[src/rtl/muldiv_unit.sv]
// muldiv_unit: iterative RV32M multiply/divide unit sharing one radix-2 shift-add / restoring-divide engine
module muldiv_unit #(
  parameter int XLEN = 32
) (
  input  logic            clk,
  input  logic            rst,
  input  logic            start,
  input  logic [2:0]      op,
  input  logic [XLEN-1:0] rs1_data,
  input  logic [XLEN-1:0] rs2_data,
  output logic            busy,
  output logic            done,
  output logic [XLEN-1:0] result
);
  typedef enum logic [1:0] {IDLE, CALC, FIX, DONE} state_t;
  localparam int CW = $clog2(XLEN);
  localparam logic [XLEN-1:0] MIN = {1'b1, {(XLEN-1){1'b0}}};
  state_t r_state, w_next;
  logic [CW-1:0] r_cnt;
  logic [2:0] r_op;
  logic [XLEN-1:0] r_mag2, r_fin, r_result;
  logic [2*XLEN-1:0] r_acc;
  logic [XLEN:0] r_rem;
  logic r_nq, r_nr, r_done;
  logic w_accept, w_sgn1, w_sgn2, w_neg1, w_neg2, w_dz, w_ovf, w_special;
  logic [XLEN-1:0] w_mag1, w_mag2, w_spec_val, w_quo, w_remv, w_fix;
  logic [XLEN:0] w_msum, w_dsh;
  logic [XLEN+1:0] w_dsub;
  logic [2*XLEN-1:0] w_prod;
  assign busy   = r_state != IDLE;
  assign done   = r_done;
  assign result = r_result;
  // the cycle that shows done is already IDLE, so a start there is explicitly refused
  assign w_accept   = (r_state == IDLE) && start && !r_done;
  assign w_sgn1     = op[2] ? ~op[0] : (op[1:0] != 2'b11);
  assign w_sgn2     = op[2] ? ~op[0] : ~op[1];
  assign w_neg1     = w_sgn1 & rs1_data[XLEN-1];
  assign w_neg2     = w_sgn2 & rs2_data[XLEN-1];
  assign w_mag1     = w_neg1 ? -rs1_data : rs1_data;
  assign w_mag2     = w_neg2 ? -rs2_data : rs2_data;
  assign w_dz       = op[2] & (rs2_data == '0);
  assign w_ovf      = op[2] & ~op[0] & (rs1_data == MIN) & (&rs2_data);
  assign w_special  = w_dz | w_ovf;
  assign w_spec_val = w_dz ? (op[1] ? rs1_data : '1) : (op[1] ? '0 : MIN);
  // multiply: multiplier sits in the low half and shifts out, multiplicand is added into the high half
  assign w_msum = {1'b0, r_acc[2*XLEN-1:XLEN]} + (r_acc[0] ? {1'b0, r_mag2} : '0);
  // divide: dividend shifts out of the low half MSB first while quotient bits enter at the LSB
  assign w_dsh  = {r_rem[XLEN-1:0], r_acc[XLEN-1]};
  assign w_dsub = {1'b0, w_dsh} - {2'b0, r_mag2};
  assign w_prod = r_nq ? -r_acc : r_acc;
  assign w_quo  = r_nq ? -r_acc[XLEN-1:0] : r_acc[XLEN-1:0];
  assign w_remv = r_nr ? -r_rem[XLEN-1:0] : r_rem[XLEN-1:0];
  assign w_fix  = r_op[2] ? (r_op[1] ? w_remv : w_quo)
                          : (r_op == 3'b000 ? w_prod[XLEN-1:0] : w_prod[2*XLEN-1:XLEN]);
  // state register
  always_ff @(posedge clk or posedge rst) begin
    if (rst) r_state <= IDLE;
    else     r_state <= w_next;
  end
  // next-state: special divide cases skip the iterative engine entirely
  always_comb begin
    w_next = r_state;
    case (r_state)
      IDLE:    w_next = w_accept ? (w_special ? DONE : CALC) : IDLE;
      CALC:    w_next = (r_cnt == '0) ? FIX : CALC;
      FIX:     w_next = DONE;
      default: w_next = IDLE;
    endcase
  end
  // datapath: operand capture, one iteration per CALC cycle, sign fix, result publish on leaving DONE
  always_ff @(posedge clk or posedge rst) begin
    if (rst) begin
      r_op     <= '0;
      r_cnt    <= '0;
      r_mag2   <= '0;
      r_acc    <= '0;
      r_rem    <= '0;
      r_nq     <= 1'b0;
      r_nr     <= 1'b0;
      r_fin    <= '0;
      r_result <= '0;
      r_done   <= 1'b0;
    end else begin
      r_done <= r_state == DONE;
      if (r_state == DONE) r_result <= r_fin;
      if (w_accept) begin
        r_op   <= op;
        r_cnt  <= CW'(XLEN - 1);
        r_mag2 <= w_mag2;
        r_acc  <= {{XLEN{1'b0}}, w_mag1};
        r_rem  <= '0;
        r_nq   <= w_neg1 ^ w_neg2;
        r_nr   <= w_neg1;
        r_fin  <= w_spec_val;
      end else if (r_state == CALC) begin
        r_cnt <= r_cnt - 1'b1;
        if (r_op[2]) begin
          r_rem              <= w_dsub[XLEN+1] ? w_dsh : w_dsub[XLEN:0];
          r_acc[XLEN-1:0]    <= {r_acc[XLEN-2:0], ~w_dsub[XLEN+1]};
        end else begin
          r_acc <= {w_msum, r_acc[XLEN-1:1]};
        end
      end else if (r_state == FIX) begin
        r_fin <= w_fix;
      end
    end
  end
endmodule

[config.mk]
export PLATFORM = sky130hd
export DESIGN_NAME = muldiv_unit
export DESIGN_NICKNAME = d
export VERILOG_FILES = /design/src/rtl/muldiv_unit.sv
export SDC_FILE = /design/constraint.sdc
export NUM_CORES = 1
export LEC_CHECK = 0
export BUFFER_PORTS_ARGS = -buffer_cell sky130_fd_sc_hd__buf_2
export CORE_MARGIN = 1
export CORE_UTILIZATION = 37
export CTS_CLUSTER_DIAMETER = 50
export DETAILED_ROUTE_END_ITERATION = 6
export GPL_TIMING_DRIVEN = 0
export SETUP_SLACK_MARGIN = 0.15
export SYNTH_ARGS = -nofsm -noshare
export SYNTH_HDL_FRONTEND = slang
export SYNTH_SLANG_ARGS = --single-unit
export TNS_END_PERCENT = 50
[constraint.sdc]
create_clock -name clk -period 10.2 [get_ports clk]
set_clock_uncertainty 0.05 [all_clocks]
set_input_delay 0 -clock clk [delete_from_list [all_inputs] [get_ports clk]]
set_output_delay 0 -clock clk [all_outputs]
set_load 0.01 [all_outputs]
==> results.json <==
{
  "status": "finished with violations",
  "violations": "max-capacitance violations, max-slew violations",
  "end_kind": "flip-flop",
  "async_reset_ff_frac": 1.00,
  "yosys_warnings": 0,
  "nets": 2329,
  "clk_latency_ns": 0.55,
  "grt_pass1_wl_mm": 98.2,
  "timing.fmax_mhz": 199,
  "slew_headroom": -0.00145,
  "totalWireLength_mm": 65.8,
  "gp_congestion": 1.08,
  "drive_above_1_share": 0.0963,
  "syn_area_per_cell_um2": 8.16,
  "required_ns": 10.52,
  "fin_crit_ns": 5.04,
  "synthDistinctLibCells": 67,
  "ys.flop_type": "dfrtp_1",
  "hold_violations": 0,
  "die_area_um2": 44000,
  "cts_tree": "yes",
  "drt.antenna.violating_nets": 0,
  "cts_root_buf": "clkbuf_16",
  "vias": 16361,
  "synth.yosys.seq_area_share": 0.321,
  "dp_hpwl_mm": 51.2,
  "grt_pass1_vias": 15816,
  "diodes": 0,
  "final_common_cell": "o21ai_0",
  "start_kind": "flip-flop",
  "power_mw": 7.14,
  "clock_sinks": 205,
  "fp.dieH_um": 210,
  "grt_max_degree": 122,
  "drc": 0,
  "slew_viol_final": 1,
  "rsz0062_at_grt": "no",
  "cts-resized-gates": 0,
  "dpl_cell_area_um2": 17200,
  "area_growth_pct": 20.7,
  "core_um2": 42200,
  "wl_per_cell_um": 23.9,
  "clk_pin_slew_ns": 0.05,
  "drt_iter0_markers": 1498,
  "overflow": 0,
  "regToRegSetupSlack_ns": 5.16,
  "setup_viol_count_final": 0,
  "crit_arrival_ns": 5.36,
  "tns_ns": 0,
  "initial_core_util": 0.378,
  "final_cell_mix": "o21ai_0 (229), nand2_1 (225), dfrtp_1 (205)",
  "rows": 75,
  "syn_nets": 2098,
  "p_leak_nw": 7.93,
  "synthesis.area_um2": 16000,
  "path_max_fanout": 10,
  "antenna_found_initial": 2,
  "dr.pass1.iters": 6,
  "fillCellCount": 4229,
  "synth_cells": 1956,
  "cts_max_level": 2,
  "worstSetupPathType": "reg2reg",
  "io_pins": 104,
  "fin_crit_sh": 0.494,
  "dieWidth_um": 210,
  "ctsLongestPathBuffers": 3,
  "vdd_drop_max_mv": 0.111,
  "hold_path.class": "in2async",
  "design_area_um2": 19300,
  "cts_buffers": 34,
  "powerDensity_nw_per_um2": 371,
  "port_buffers": 103,
  "maxCapViolCount": 1,
  "synth_edf_count": 0,
  "synth_seq_cells": 205,
  "worst_pin_slew_ns": 1.49,
  "vias_per_cell": 5.95,
  "grt_usage": 0.298
}
==> what timing repair did <==
action,CTS,global route
hold buffers,90,0
hold endpoints to repair,154,0
buffers inserted,0,0
==> power by group <==
group	switching, mW	total, mW	internal, mW
clock network	0.427	1.19	0.764
registers	0.489	1.69	1.21
logic	2.68	4.25	1.57
total	3.60	7.14	3.54
==> logic make-up after synthesis <==
| group | synth area share |
|---|---|
| and+or+nand+nor | 0.188 |
| muxes | 0.0521 |
| buffers and inverters | 0.0400 |
| adders and majority gates | 0.0574 |
| AOI/OAI and AO/OA | 0.233 |
| xor gates and xnor gates | 0.109 |
| DFF | 0.321 |
==> registers in the layout (all words and copies together), names as in the netlist, 2 cells and up <==
register,flops
r_acc,64
r_fin,32
r_mag2,32
r_rem,32
result,32
r_cnt,5
r_op,3
r_state,2
==> routing by layer <==
metal	GRT usage	vias to the layer above	wire length (um)
met5	0	-	0
met2	0.482	685	30100
met4	0.176	0	4030
met1	0.372	7911	27000
met3	0.0527	188	4700
li1	-	7577	-
==> synthesized netlist by cell type (5+ instances only) <==
cell,number,area share
mux2_2,33,0.023
or2_2,5,0.0020
mux2i_1,46,0.029
o21ai_0,229,0.072
and3_1,11,0.0043
xor2_1,119,0.065
a211oi_1,29,0.014
inv_1,56,0.013
o31ai_1,37,0.017
o21bai_1,7,0.0033
dfrtp_1,205,0.32
nand2_1,225,0.053
o32a_1,6,0.0038
o41ai_1,24,0.013
a31oi_1,16,0.0063
a32oi_1,8,0.0044
o31a_1,5,0.0027
ha_1,70,0.055
nand4_1,17,0.0067
nor4_1,18,0.0071
xnor2_1,79,0.043
o221ai_1,22,0.012
a2111oi_0,6,0.0033
nand3b_1,5,0.0024
a21oi_1,111,0.035
nand2b_1,16,0.0063
nor2_1,178,0.042
nand3_1,42,0.013
o211ai_1,16,0.0075
or3_1,15,0.0059
clkbuf_1,105,0.025
a21o_1,18,0.0085
o21a_1,13,0.0061
nor2b_1,18,0.0071
buf_1,9,0.0021
and2_1,9,0.0035
nor3_1,39,0.012
or4_1,20,0.0094
o22ai_1,5,0.0020
nor3b_1,6,0.0028
==> final timing paths <==
kind                       cells past startpoint                   start                     end
max                                           11    r_acc[0]$_DFFE_PP0P_   r_fin[18]$_DFFE_PP0P_
min reg2reg                                    2  r_mag2[19]$_DFFE_PP0P_  r_mag2[19]$_DFFE_PP0P_
min                                            3                     rst  result[27]$_DFFE_PP0P_
max reg2reg                                   11    r_acc[0]$_DFFE_PP0P_   r_fin[18]$_DFFE_PP0P_
max in group asynchronous                      4                     rst   r_mag2[9]$_DFFE_PP0P_
min in group clk                               5                   start   r_acc[26]$_DFFE_PP0P_
==> area by class of cell <==
class                      count  area [um2]  share of cell area
clock buffer                  47        1000              0.0519
buffer                       114         428              0.0222
inverter                      56         218              0.0113
sequential                   205        5130               0.266
multi-input combinational   1581       10200               0.529
timing repair buffer         195        1460              0.0755
clock inverter                13         165             0.00857
tap                          539         674              0.0350
==> per-stage QoR <==
stage               setup slack [ns]  utilization  hold slack, ns  instances
floorplan                       4.55            -          0.0554       1956
global placement                1.93        0.406           0.269       2598
detailed placement              5.27        0.407          0.0907       2600
CTS                             5.24        0.456          0.0801       2750
global route                    5.08        0.456           0.152       2750
finish                          5.16        0.456           0.102       2750
==> worst max-delay path, cell delays in order (launching register included) <==
cell and delay, ns:
dfrtp_1 0.57, inv_1 0.21, clkbuf_1 0.50, ha_1 0.29, or4b_1 0.58, or3_1 0.48
or3_1 0.48, or4_1 0.45, o21ai_0 0.22, xnor2_1 0.12, a2111oi_0 0.84, nor2_1 0.07
Power figures use the tool's default switching activity.
